File: config.mk
export PLATFORM = sky130hd
export DESIGN_NAME = quickq_seq
export DESIGN_NICKNAME = d
export VERILOG_FILES = /design/src/rtl/quickq_pkg.sv /design/src/rtl/quickq_seq.sv
export SDC_FILE = /design/constraint.sdc
export NUM_CORES = 1
export LEC_CHECK = 0
export CAP_MARGIN = 20
export CORE_MARGIN = 2
export CORE_UTILIZATION = 53
export DETAILED_ROUTE_END_ITERATION = 6
export GPL_TIMING_DRIVEN = 1
export PLACE_DENSITY_LB_ADDON = 0.12
export SYNTH_ARGS = -nofsm -noshare
export SYNTH_HDL_FRONTEND = slang
export SYNTH_SLANG_ARGS = --single-unit
File: constraint.sdc
create_clock -name clk -period 6 [get_ports clk]
set_input_delay 1.8 -clock clk [delete_from_list [all_inputs] [get_ports clk]]
set_output_delay 1.8 -clock clk [all_outputs]
set_load 0.01 [all_outputs]
File: src/rtl/quickq_pkg.sv
// Shared types for the QuickQ sequencer and router: router mode and sequencer FSM state.
package quickq_pkg;

  typedef enum logic [2:0] {
    VR_DEF         = 3'd0,
    VR_ENQ_COMPARE = 3'd1,
    VR_LAST        = 3'd2,
    VR_DEQ_RD      = 3'd3,
    VR_DEQ_SWAP    = 3'd4
  } vrMode_t;

  typedef enum logic [2:0] {
    IDLE     = 3'd0,
    ENQ_RD   = 3'd1,
    ENQ_CMP  = 3'd2,
    ENQ_LAST = 3'd3,
    DEQ_HEAD = 3'd4,
    DEQ_OUT  = 3'd5,
    DEQ_RD   = 3'd6,
    DEQ_WR   = 3'd7
  } qqSeqState_t;

  function automatic vrMode_t vr_mode_of(input qqSeqState_t s);
    vrMode_t m;
    m = VR_DEF;
    case (s)
      IDLE:              m = VR_DEF;
      ENQ_RD, ENQ_CMP:   m = VR_ENQ_COMPARE;
      ENQ_LAST:          m = VR_LAST;
      DEQ_HEAD, DEQ_OUT: m = VR_DEQ_RD;
      DEQ_RD, DEQ_WR:    m = VR_DEQ_SWAP;
      default:           m = VR_DEF;
    endcase
    return m;
  endfunction

endpackage

File: src/rtl/quickq_seq.sv
// QuickQ sequencer: keeps an ascending queue in an external single-port BRAM,
// inserting by compare-swap with a carry word and removing the head by shift-down.
module quickq_seq
  import quickq_pkg::*;
#(
  parameter  int W  = 8,
  parameter  int D  = 128,
  localparam int DW = $clog2(D)
) (
  input  logic          clk,
  input  logic          rst_n,
  input  logic          enq,
  input  logic          deq,
  input  logic [W-1:0]  din,
  output logic          ready,
  output logic [W-1:0]  dout,
  output logic          dout_valid,
  output logic          full,
  output logic          empty,
  output logic [DW:0]   count,
  output logic          overflow,
  output logic          underflow,
  output logic [DW-1:0] bram_addr,
  output logic          bram_we,
  output logic [W-1:0]  bram_wdata,
  input  logic [W-1:0]  bram_rdata,
  output vrMode_t       vr_mode_o
);

  localparam logic [DW:0] CNT_ZERO = {(DW+1){1'b0}};
  localparam logic [DW:0] CNT_ONE  = (DW+1)'(1);
  localparam logic [DW:0] CNT_MAX  = (DW+1)'(D);

  qqSeqState_t state_q, state_d;
  logic [DW:0]  count_q, count_d;
  logic [DW:0]  idx_q, idx_d;
  logic [W-1:0] carry_q, carry_d;
  logic [W-1:0] dout_q, dout_d;
  logic         dout_valid_q, dout_valid_d;
  logic         overflow_q, overflow_d;
  logic         underflow_q, underflow_d;
  logic         ready_q, ready_d;
  logic         full_q, full_d;
  logic         empty_q, empty_d;
  vrMode_t      vr_mode_q, vr_mode_d;

  logic [DW:0]  idx_inc_s;
  logic [DW:0]  idx_dec_s;

  assign idx_inc_s = idx_q + CNT_ONE;
  assign idx_dec_s = idx_q - CNT_ONE;

  // Next-state, datapath and BRAM port control; the BRAM port must follow
  // bram_rdata within the same cycle so it stays combinational.
  always_comb begin
    state_d      = state_q;
    count_d      = count_q;
    idx_d        = idx_q;
    carry_d      = carry_q;
    dout_d       = dout_q;
    dout_valid_d = 1'b0;
    overflow_d   = 1'b0;
    underflow_d  = 1'b0;
    bram_addr    = {DW{1'b0}};
    bram_we      = 1'b0;
    bram_wdata   = {W{1'b0}};

    case (state_q)
      IDLE: begin
        underflow_d = deq && empty_q;
        if (deq && !empty_q) begin
          state_d = DEQ_HEAD;
        end else if (enq && !full_q) begin
          carry_d = din;
          idx_d   = CNT_ZERO;
          state_d = (count_q == CNT_ZERO) ? ENQ_LAST : ENQ_RD;
        end else begin
          overflow_d = enq && full_q;
        end
      end
      ENQ_RD: begin
        bram_addr = idx_q[DW-1:0];
        state_d   = ENQ_CMP;
      end
      ENQ_CMP: begin
        // Strict compare: equal keys pass by, so arrival order is kept.
        if (carry_q < bram_rdata) begin
          bram_we    = 1'b1;
          bram_addr  = idx_q[DW-1:0];
          bram_wdata = carry_q;
          carry_d    = bram_rdata;
        end else begin
          carry_d = carry_q;
        end
        idx_d   = idx_inc_s;
        state_d = (idx_inc_s == count_q) ? ENQ_LAST : ENQ_RD;
      end
      ENQ_LAST: begin
        bram_we    = 1'b1;
        bram_addr  = count_q[DW-1:0];
        bram_wdata = carry_q;
        count_d    = count_q + CNT_ONE;
        state_d    = IDLE;
      end
      DEQ_HEAD: begin
        bram_addr = {DW{1'b0}};
        state_d   = DEQ_OUT;
      end
      DEQ_OUT: begin
        dout_d       = bram_rdata;
        dout_valid_d = 1'b1;
        idx_d        = CNT_ONE;
        if (count_q == CNT_ONE) begin
          count_d = CNT_ZERO;
          state_d = IDLE;
        end else begin
          state_d = DEQ_RD;
        end
      end
      DEQ_RD: begin
        bram_addr = idx_q[DW-1:0];
        state_d   = DEQ_WR;
      end
      DEQ_WR: begin
        bram_we    = 1'b1;
        bram_addr  = idx_dec_s[DW-1:0];
        bram_wdata = bram_rdata;
        idx_d      = idx_inc_s;
        if (idx_inc_s == count_q) begin
          count_d = count_q - CNT_ONE;
          state_d = IDLE;
        end else begin
          state_d = DEQ_RD;
        end
      end
      default: begin
        state_d = IDLE;
      end
    endcase

    ready_d   = (state_d == IDLE);
    full_d    = (count_d == CNT_MAX);
    empty_d   = (count_d == CNT_ZERO);
    vr_mode_d = vr_mode_of(state_d);
  end

  // State and registered status/output flops with synchronous active-low reset.
  always_ff @(posedge clk) begin
    if (!rst_n) begin
      state_q      <= IDLE;
      count_q      <= CNT_ZERO;
      idx_q        <= CNT_ZERO;
      carry_q      <= {W{1'b0}};
      dout_q       <= {W{1'b0}};
      dout_valid_q <= 1'b0;
      overflow_q   <= 1'b0;
      underflow_q  <= 1'b0;
      ready_q      <= 1'b1;
      full_q       <= 1'b0;
      empty_q      <= 1'b1;
      vr_mode_q    <= VR_DEF;
    end else begin
      state_q      <= state_d;
      count_q      <= count_d;
      idx_q        <= idx_d;
      carry_q      <= carry_d;
      dout_q       <= dout_d;
      dout_valid_q <= dout_valid_d;
      overflow_q   <= overflow_d;
      underflow_q  <= underflow_d;
      ready_q      <= ready_d;
      full_q       <= full_d;
      empty_q      <= empty_d;
      vr_mode_q    <= vr_mode_d;
    end
  end

  assign ready      = ready_q;
  assign dout       = dout_q;
  assign dout_valid = dout_valid_q;
  assign full       = full_q;
  assign empty      = empty_q;
  assign count      = count_q;
  assign overflow   = overflow_q;
  assign underflow  = underflow_q;
  assign vr_mode_o  = vr_mode_q;

endmodule
After elaboration in Yosys (flattened, before gate mapping)
Memories as Yosys holds them, arrays and structs flattened. A register that Yosys moved wholly into a read port is not among the register bits.
Cells that the tools add are included.
{"block": "word_totals", "ff_bits": 41, "romBits": 24, "inputBits": 20, "out_inout_bits": 41, "wordCells": 76, "n_memories": 1}
{"memory": "(no name shown)", "words": 8, "word_bits": 3, "read_ports": 1, "rd_clocked_by_memory_dff": 1, "wr": 0, "line": "quickq_pkg.sv:26", "source": "case (s)"}
{"block": "op_classes", "n_addsub": 4, "n_lt_le_gt_ge": 1, "eq_ne": 13, "mux": 24, "bitwise_logic": 2, "n_reduce_logical": 20}
{"cell": "$pmux W8 S3", "n": 3}
{"cell": "$mux W8", "n": 8}
{"cell": "$pmux W7 S4", "n": 1}
{"cell": "$pmux W3 S8", "n": 1}
{"cell": "$add A8 B1 Y8 const B", "n": 2}
{"cell": "$logic_not A8 Y1", "n": 2}
{"cell": "$pmux W8 S2", "n": 1}
{"cell": "$eq A3 B3 Y1 const B", "n": 4}
{"cell": "$mux W3", "n": 4}
{"cell": "$eq A8 B1 Y1 const B", "n": 1}
{"cell": "$eq A8 B8 Y1", "n": 1}
{"cell": "$eq A8 B8 Y1 const B", "n": 1}
{"cell": "$lt A8 B8 Y1", "n": 1}
{"cell": "$sub A8 B1 Y8 const B", "n": 1}
{"cell": "$mux W7", "n": 1}
{"cell": "$sub A7 B1 Y7 const B", "n": 1}
{"cell": "$eq A3 B2 Y1 const B", "n": 2}
{"cell": "$logic_not A3 Y1", "n": 2}
{"cell": "$ne A2 B2 Y1 const B", "n": 3}
{"cell": "$reduce_or A2 Y1", "n": 3}
{"cell": "$logic_and A1 B1 Y1", "n": 4}
{"cell": "$mux W2", "n": 2}
{"cell": "$reduce_and A4 Y1", "n": 1}
{"cell": "$reduce_or A4 Y1", "n": 1}
{"cell": "other kinds (9)", "n": 13}

Longest topological paths before layout
Gate-level depths: netlist of the first run.
{"block": "depth", "ltp_word": 6, "mapped_depth": 14, "depth_no_buf": 13}

Worst setup path before layout of the first run
Ideal clock, no wire load.
{"block": "synth_timing", "path_type": "input -> output", "from": "input port bram_rdata[1]", "to": "output port bram_addr[6]", "t_arrival_ns": 3.698, "required_time_ns": 4.200, "slack_ns": 0.502, "path_stages": 10, "n_path_buf": 0, "path_cell_list": "inv_1 -> ha_1 -> a21o_1 -> a21o_1 -> a211oi_1 -> o21a_1 -> nor3_1 -> nor3_1 -> nor3_1 -> o21ai_0"}
{"block": "synth_via", "elab_chain_len": 3}
{"element": "start: declaration", "line": "quickq_seq.sv:26", "source": "input logic [W-1:0] bram_rdata,"}
{"element": "$lt A8 B8 Y1", "line": "quickq_seq.sv:87", "source": "if (carry_q < bram_rdata) begin"}
{"element": "$mux W7", "line": "quickq_seq.sv:87"}
{"element": "$pmux W7 S4", "line": "quickq_seq.sv:68", "source": "case (state_q)"}
{"element": "end: declaration", "line": "quickq_seq.sv:23", "source": "output logic [DW-1:0] bram_addr,"}
No other way between the ends.

Final worst setup path of the first run
{"block": "layout_timing", "from": "input port bram_rdata[2]", "to": "output port bram_addr[4]"}
The elaborated chain is that of the path after synthesis.

==> results of run 1 <==
[layout make-up]
class,count,area (µm²)
tap,75,93.8
multi-input combinational,344,2110
sequential,44,881
inverter,23,86.3
timing repair buffer,75,679
fill,531,1950
clock buffer,6,72.6
clock inverter,2,16.3
[worst reg2reg max path: stages, from the launching register on]
cell	delay (ns)
dfxtp_1	0.58
inv_1	0.12
ha_1	0.37
xor2_1	0.17
nor2_1	0.14
o2111ai_1	0.17
or3_4	0.43
nor3_4	0.25
a211oi_1	0.12
or3_1	0.41
or4_4	0.54
nor4b_2	0.26
[layer usage]
metal / part of all wire / up-vias
met5: 0 / -
met4: 0.020 / 0
met3: 0.067 / 16
met2: 0.47 / 152
met1: 0.44 / 1575
li1: - / 1685
[power by group through the flow]
stage               Clock [W]  Combinational, W  Sequential (W)
global placement            0          0.000715        0.000424
detailed placement          0          0.000720        0.000425
global route         0.000206          0.000822        0.000432
floorplan                   0          0.000502        0.000396
finish               0.000190          0.000733        0.000421
CTS                  0.000194          0.000725        0.000418
[placed cells by master, fill, tap and decap left out, drive strengths merged, types with 3 or more instances in the layout]
master         count
nand2b             6
dlygate4sd2       10
nand3b             3
o21ai             45
a22oi              7
a31oi              7
nand4              5
dfxtp             44
nor2              44
nand2             53
nor2b              4
xnor2              3
and3              10
or2                4
clkbuf             6
a21oi             27
mux2i              8
clkdlybuf4s50     43
nor4               6
ha                17
xor2               3
a211oi            13
o31ai              3
and2               9
buf               20
nand3             10
or3                6
nor3              17
inv               23
[cell families after synthesis]
logic type                 after synthesis  synth area share
muxes                                   10            0.0321
DFF                                     44             0.276
and+or+nand+nor                        184             0.292
xor gates and xnor gates                 6            0.0164
adders and majority gates               17            0.0665
AOI/OAI and AO/OA                      127             0.250
buffers and inverters                   54            0.0673
[per-stage QoR]
step	instances	cell area (µm²)
floorplan	442	3200
detailed placement	559	3860
global route	569	3940
global placement	559	3860
CTS	569	3940
finish	569	3940
[worst paths after layout]
path                        to  slack [ns]  depth (start not counted)
setup / recovery  bram_addr[4]        0.18                         14
hold / removal         dout[2]        0.46                          2
setup reg to reg          full        2.34                         11
hold reg to reg        dout[2]        0.46                          2
[registers in the layout, summed over array words and instances, names as in the netlist]
register / count
ready: 1
empty: 1
dout: 8
state_q: 3
idx_q: 8
vr_mode_o: 3
overflow: 1
carry_q: 8
count: 8
dout_valid: 1
underflow: 1
full: 1
[what timing repair did]
item	in CTS	in global routing
setup buffers	2	0
pin swaps	2	4
gates resized for setup	37	3
setup endpoints to repair	16	14
==> flow_metrics.py, run 1 <==
metrics = {
    "clock_tree": {
        "cts_made_buffers": 5,
        "cts_tree": "done",
        "path_clk_slew_ns": 0.09,
        "hold_buffers": 0,
        "cts.path.max_buffers": 2,
        "insertion_delay_ns": 0.30,
        "cts_root_buffer": "clkbuf_8",
        "cts_sinks": 44,
        "htreeDepth": 2,
    },
    "logic_synthesis": {
        "ys_types": 56,
        "postSynthAreaPerCell_um2": 7.23,
        "synth_common_cells": "nand2_1 (53), o21ai_0 (45), dfxtp_1 (44), nor2_1 (44), a21oi_1 (27)",
        "yosysWarnings": 0,
        "synthCells": 442,
        "seq_area_frac_synth": 0.276,
        "synth_area_leader_cell": "dfxtp_1",
        "synthFlopType": "dfxtp_1",
        "ys_top_cells_by_area": "dfxtp_1 (28%), o21ai_0 (7.0%), ha_1 (6.7%)",
        "synth_nets": 479,
        "ys_ff_latch": 44,
        "synth-edff-count": 0,
        "yosysMostFrequentCell": "nand2_1",
        "async_reset_ff_frac": 0,
        "synth_top_area_share": 0.276,
        "syn_area_um2": 3200,
    },
    "pwr": {
        "leakagePower_nw": 1.59,
        "fin_total_pwr_w": 0.00134,
        "clkPwrFrac": 0.141,
        "vdd_drop_max_v": 0.000230,
        "switching_share": 0.447,
        "p_int_w": 0.000743,
        "power.share.combinational": 0.545,
        "switchingPower_w": 0.000601,
        "pwr-share-seq": 0.313,
        "power_density_nw_per_um2": 341,
    },
    "layout": {
        "nNetsFinal": 530,
        "synthToLayoutAreaGrowth_pct": 23.2,
        "drive_gt1_frac": 0.0931,
        "diodes": 0,
        "postLayoutCoreUtil": 0.669,
    },
    "placed_design": {
        "dpl.hpwl_mm": 6.60,
        "globalplace.congestion": 0.960,
        "portBuffers": 60,
        "place_ws_ns": -0.308,
    },
    "global_route": {
        "gr-total-overflow": 0,
        "grt_busiest_layer": "met2",
        "antenna_found_initial": 0,
        "globalRouteMet2Util": 0.461,
        "grt_pass1_wl_mm": 14.5,
        "grt_pass1_vias": 3097,
        "grt_use_met1": 0.362,
        "met3_usage": 0.0648,
        "grt_start_max_net_pins": 32,
        "gr-usage-all-layers": 0.280,
    },
    "timing": {
        "tns_ns": 0,
        "rsz0062_at_grt": "false",
        "setup_viol": 0,
        "finalHoldViolations": 0,
        "hold_ws_ns": 0.457,
        "period_minus_slack_ns": 5.82,
        "worstMarginPinSlew_ns": 1.01,
        "slew_headroom": 0.319,
        "setup_ws_ns": 0.182,
        "post-route-period-util": 0.970,
        "fmax_mhz": 172,
        "maxSlewViolCount": 0,
        "fin_skew_ns": 0.00588,
    },
    "floorplan": {
        "ios": 61,
        "row_count": 28,
        "dieArea_um2": 6670,
        "start_util": 0.543,
        "die_width_um": 81.7,
        "design.core.area_um2": 5890,
        "die_h_um": 81.7,
    },
    "worst_setup_path": {
        "crit_arrival_ns": 4.02,
        "crit_family": "buffers and inverters",
        "path_max_fanout": 6,
        "cp-start-kind": "input port",
        "end_kind": "output pin",
        "worstPathRequired_ns": 4.20,
        "crit_top_cell": "buf_4",
        "critPathKind": "input port to output pin",
        "crit_start": "bram_rdata[2]",
        "cp_cell_sequence": "clkdlybuf4s50_1 -> inv_1 -> ha_1 -> a21o_1 -> a211oi_2 -> o21a_1 -> nor3_1 -> nor3_1 -> buf_4 -> buf_4 -> buf_4 -> nand2_1 -> o21ai_1 -> buf_2",
        "path_buf_inv": 6,
        "cpMaxStageDelayCell": "clkdlybuf4s50_1",
        "r2r-start": "idx_q[0]",
        "max_stage_delay_ns": 0.48,
    },
    "run": {
        "max_cap_violations": 0,
    },
    "detailed_routing": {
        "drt-initial-drc-count": 346,
        "via_per_inst": 6.02,
        "ant_nets": 0,
        "drcViolationCount": 2,
        "vias": 3428,
        "finalWirelength_mm": 9.00,
        "drt_first_pass_iters": 7,
        "wl_per_cell_um": 15.8,
    },
    "run_status": {
        "violations": "design-rule violations",
        "status": "finished, violations left",
    },
    "min_path": {
        "hold_start": "dout[2]",
        "holdCritPathClass": "flop to flop",
    },
}
Note: power is estimated with default switching activity, not from simulation.
==> run 2, diff against run 1 <==
- SKIP_LAST_GASP: not set -> 1
==> flow_metrics.py, run 2 (same netlist as run 1, synthesis figures left out) <==
metrics = {
    "timing": {
        "period_minus_slack_ns": 5.82,
        "fmax_mhz": 172,
        "fin_skew_ns": 0.00524,
        "tns_ns": 0,
        "maxSlewViolCount": 0,
        "setup_viol": 0,
        "slew_headroom": 0.314,
        "worstMarginPinSlew_ns": 1.02,
        "rsz0062_at_grt": "false",
        "post-route-period-util": 0.970,
        "finalHoldViolations": 0,
    },
    "pwr": {
        "leakagePower_nw": 1.59,
        "power_density_nw_per_um2": 342,
        "vdd_drop_max_v": 0.000229,
    },
    "clock_tree": {
        "htreeDepth": 2,
        "path_clk_slew_ns": 0.09,
        "cts_tree": "done",
        "cts_root_buffer": "clkbuf_8",
        "cts_sinks": 44,
        "insertion_delay_ns": 0.30,
        "cts_made_buffers": 5,
        "hold_buffers": 0,
        "cts.path.max_buffers": 2,
    },
    "layout": {
        "finish.instance_area_um2": 3940,
        "drive_gt1_frac": 0.0931,
        "diodes": 0,
        "mostFrequentLayoutCell": "nand2_1",
        "fillCellCount": 531,
        "nNetsFinal": 530,
        "postLayoutCoreUtil": 0.669,
        "final_cell_mix": "nand2_1 (52), nor2_1 (44), dfxtp_1 (44)",
        "synthToLayoutAreaGrowth_pct": 23.2,
    },
    "detailed_routing": {
        "top_layer_used": "met4",
        "wl_met3_um": 594,
        "wl_met2_mm": 4.29,
        "vias": 3423,
        "ant_nets": 0,
        "wl_met1_mm": 3.98,
        "drcViolationCount": 0,
        "wl_per_cell_um": 15.8,
        "via_per_inst": 6.02,
        "finalWirelength_mm": 9.01,
        "drt_first_pass_iters": 7,
        "drt-initial-drc-count": 371,
    },
    "worst_setup_path": {
        "worstPathRequired_ns": 4.20,
        "max_stage_delay_ns": 0.48,
        "cp-start-kind": "input port",
        "crit_family": "buffers and inverters",
        "crit_arrival_ns": 4.02,
        "path_buf_inv": 6,
        "critPathKind": "input port to output pin",
        "end_kind": "output pin",
        "cpMaxStageDelayCell": "clkdlybuf4s50_1",
        "crit_top_cell": "buf_4",
        "path_max_fanout": 6,
        "cp_cell_sequence": "clkdlybuf4s50_1 -> inv_1 -> ha_1 -> a21o_1 -> a211oi_2 -> o21a_1 -> nor3_1 -> nor3_1 -> buf_4 -> buf_4 -> buf_4 -> nand2_1 -> o21ai_1 -> buf_2",
    },
    "floorplan": {
        "die_width_um": 81.7,
        "row_count": 28,
        "die_h_um": 81.7,
        "start_util": 0.543,
        "ios": 61,
        "design.core.area_um2": 5890,
        "dieArea_um2": 6670,
    },
    "placed_design": {
        "dpl.hpwl_mm": 6.60,
        "place_area_um2": 3860,
        "globalplace.congestion": 0.960,
        "portBuffers": 60,
    },
    "global_route": {
        "grt_pass1_vias": 3090,
        "grt_pass1_wl_mm": 14.5,
        "gr-total-overflow": 0,
        "gr-usage-all-layers": 0.279,
        "antenna_found_initial": 0,
        "grt_start_max_net_pins": 32,
    },
    "min_path": {
        "holdCritPathClass": "flop to flop",
    },
    "run": {
        "max_cap_violations": 0,
    },
    "run_status": {
        "status": "finished, final reports clean",
    },
}
## run 2: cell count changes in the layout (fill, tap and decap cells not counted), sizes merged
cell	delta
buf	-1
clkbuf	+1
## run 2: per-stage QoR
step / power, W / setup WS (ns) / hold slack (ns) / std cells
final: 0.00135 / 0.181 / 0.457 / 569
after floorplan: 0.000898 / 0.502 / 0.468 / 442
after CTS: 0.00133 / -0.0574 / 0.460 / 569
after detailed placement: 0.00115 / -0.308 / 0.447 / 559
after global placement: 0.00114 / -0.330 / 0.442 / 559
after global routing: 0.00146 / 0.00504 / 0.488 / 569
## run 2: worst min-delay path, cell delays in order, from the launching register on
cell and delay (ns):
dfxtp_1 0.32, nand2_1 0.05, a21oi_1 0.05
## run 2: layer usage
metal | vias to the layer above | GRT usage
met4 | 0 | 0.0833
met2 | 130 | 0.463
li1 | 1684 | -
met1 | 1595 | 0.360
met5 | - | 0
met3 | 14 | 0.0659
## run 2: worst paths after layout
path / start / end / slack, ns / cells after the start
worst max-delay path: bram_rdata[2] / bram_addr[4] / 0.18 / 14
worst min register to register: dout[2] / dout[2] / 0.46 / 2
worst max register to register: idx_q[0] / full / 2.35 / 11
worst min-delay path: dout[2] / dout[2] / 0.46 / 2
## run 2: power by group
group | switching [W] | leakage [nW] | internal (W) | total, W
clock network | 0.000108 | 0.0414 | 0.0000830 | 0.000191
logic | 0.000422 | 1.19 | 0.000313 | 0.000735
registers | 0.0000741 | 0.359 | 0.000347 | 0.000421
total | 0.000603 | 1.59 | 0.000743 | 0.00135
## run 2: area by class of cell
| type | count | area (µm²) | share of cell area |
|---|---|---|---|
| sequential | 44 | 881 | 0.224 |
| tap | 75 | 93.8 | 0.0238 |
| clock inverter | 2 | 16.3 | 0.00413 |
| timing repair buffer | 75 | 679 | 0.173 |
| inverter | 23 | 86.3 | 0.0219 |
| multi-input combinational | 344 | 2110 | 0.535 |
| clock buffer | 6 | 72.6 | 0.0184 |
## run 2: what timing repair did
| item | in CTS | in global routing |
|---|---|---|
| buffers inserted | 2 | 0 |
| setup endpoints to repair | 16 | 14 |
| pin swaps | 2 | 4 |
| resized for setup | 31 | 8 |
| endpoints found under the hold margin | 0 | 0 |
==> run 3, diff against run 2 <==
- PLACE_DENSITY: not set -> 0.81
- PLACE_DENSITY_LB_ADDON: 0.12 -> not set
- SLEW_MARGIN: not set -> 10
==> flow_metrics.py, run 3 (same netlist as run 1, synthesis figures left out) <==
metrics = {
    "worst_setup_path": {
        "cp-start-kind": "input port",
        "worstPathRequired_ns": 4.20,
        "crit_arrival_ns": 3.95,
        "end_kind": "output pin",
        "critPathKind": "input port to output pin",
        "path_max_fanout": 3,
    },
    "timing": {
        "tns_ns": 0,
        "period_minus_slack_ns": 5.75,
        "fin_skew_ns": 0.00400,
        "maxSlewViolCount": 0,
        "setup_viol": 0,
        "rsz0062_at_grt": "false",
        "worstMarginPinSlew_ns": 1.03,
        "finalHoldViolations": 0,
        "setup_ws_ns": 0.252,
        "fmax_mhz": 174,
        "post-route-period-util": 0.958,
        "slew_headroom": 0.303,
    },
    "detailed_routing": {
        "ant_nets": 0,
        "drt-initial-drc-count": 367,
        "via_per_inst": 6.16,
        "drcViolationCount": 0,
        "vias": 3480,
        "drt_first_pass_iters": 6,
        "wl_per_cell_um": 15.6,
        "finalWirelength_mm": 8.80,
    },
    "clock_tree": {
        "cts_root_buffer": "clkbuf_8",
        "cts.path.max_buffers": 2,
        "insertion_delay_ns": 0.30,
        "cts_made_buffers": 5,
        "cts_sinks": 44,
        "htreeDepth": 2,
        "path_clk_slew_ns": 0.08,
        "cts_tree": "done",
        "hold_buffers": 0,
    },
    "pwr": {
        "pwr-share-seq": 0.314,
        "vdd_drop_max_v": 0.000190,
        "switchingPower_w": 0.000599,
        "leakagePower_nw": 1.55,
        "switching_share": 0.449,
        "p_int_w": 0.000736,
        "power.share.combinational": 0.546,
        "clkPwrFrac": 0.140,
        "power_density_nw_per_um2": 345,
    },
    "floorplan": {
        "row_count": 28,
        "dieArea_um2": 6670,
        "ios": 61,
        "start_util": 0.543,
        "design.core.area_um2": 5890,
        "die_h_um": 81.7,
        "die_width_um": 81.7,
    },
    "placed_design": {
        "portBuffers": 60,
        "place_ws_ns": -0.320,
        "globalplace.congestion": 0.941,
        "placed_cells": 554,
        "dpl.hpwl_mm": 6.39,
    },
    "global_route": {
        "gr-usage-all-layers": 0.273,
        "antenna_found_initial": 0,
        "grt_pass1_vias": 3044,
        "grt_pass1_wl_mm": 14.3,
        "gr-total-overflow": 0,
        "grt_start_max_net_pins": 32,
    },
    "layout": {
        "multi_input_area_um2": 2110,
        "synthToLayoutAreaGrowth_pct": 21.0,
        "nNetsFinal": 526,
        "final_cell_mix": "nand2_1 (52), nor2_1 (44), dfxtp_1 (44)",
        "final-seq-area_um2": 881,
        "diodes": 0,
        "drive_gt1_frac": 0.0980,
        "fillCellCount": 525,
        "mostFrequentLayoutCell": "nand2_1",
        "final_cells": 565,
    },
    "min_path": {
        "holdCritPathClass": "flop to flop",
    },
    "run_status": {
        "status": "finished, final reports clean",
    },
    "run": {
        "max_cap_violations": 0,
    },
}
[run 3: area by class of cell]
type | count | share of cell area
flip-flops and latches | 44 | 0.228
inverters | 23 | 0.0223
clock inverters | 1 | 0.00226
well taps | 75 | 0.0243
repair buffers | 71 | 0.159
multi-input cells | 344 | 0.545
clock buffers | 7 | 0.0197
[run 3: power by group through the flow]
| stage | clock network [W] | logic, W | registers (W) |
|---|---|---|---|
| floorplan | 0 | 0.000502 | 0.000396 |
| global placement | 0 | 0.000692 | 0.000422 |
| detailed placement | 0 | 0.000707 | 0.000425 |
| CTS | 0.000186 | 0.000720 | 0.000418 |
| global route | 0.000200 | 0.000810 | 0.000428 |
| finish | 0.000187 | 0.000729 | 0.000420 |
[run 3: critical path, cell delays in order]
cell and delay [ns]:
clkdlybuf4s50_1 0.48, inv_1 0.06, ha_1 0.28, a21o_1 0.12
a211oi_2 0.06, o21a_1 0.17, o21ai_0 0.27, nand2_2 0.13
buf_4 0.17, buf_4 0.12, nand2_1 0.05, o21ai_0 0.07
buf_2 0.17
[run 3: timing repair]
| action | in CTS | in global routing |
|---|---|---|
| endpoints found under the setup margin | 16 | 15 |
| buffers inserted | 3 | 0 |
| resized for setup | 24 | 38 |
| pin swaps | 0 | 3 |
[run 3: final timing paths]
kind / start / end / slack [ns] / cells past startpoint
max: bram_rdata[2] / bram_wdata[5] / 0.25 / 13
min: dout[1] / dout[1] / 0.46 / 2
max reg2reg: idx_q[0] / full / 2.37 / 11
min reg2reg: dout[1] / dout[1] / 0.46 / 2
[run 3: per-stage QoR]
step | area [µm²] | util | power (W) | hold WS (ns)
3_3_place_gp | 3820 | 0.649 | 0.00111 | 0.443
6_report | 3870 | 0.657 | 0.00134 | 0.456
3_5_place_dp | 3820 | 0.649 | 0.00113 | 0.449
2_1_floorplan | 3200 | - | 0.000898 | 0.468
4_1_cts | 3910 | 0.665 | 0.00132 | 0.460
5_1_grt | 3870 | 0.657 | 0.00144 | 0.479
[run 3: routing by layer]
layer | up-vias | wire length [µm] | GRT usage
met5 | - | 0 | 0
met4 | 0 | 328 | 0.127
met3 | 40 | 645 | 0.0396
met2 | 177 | 4060 | 0.443
met1 | 1584 | 3770 | 0.358
li1 | 1679 | - | -
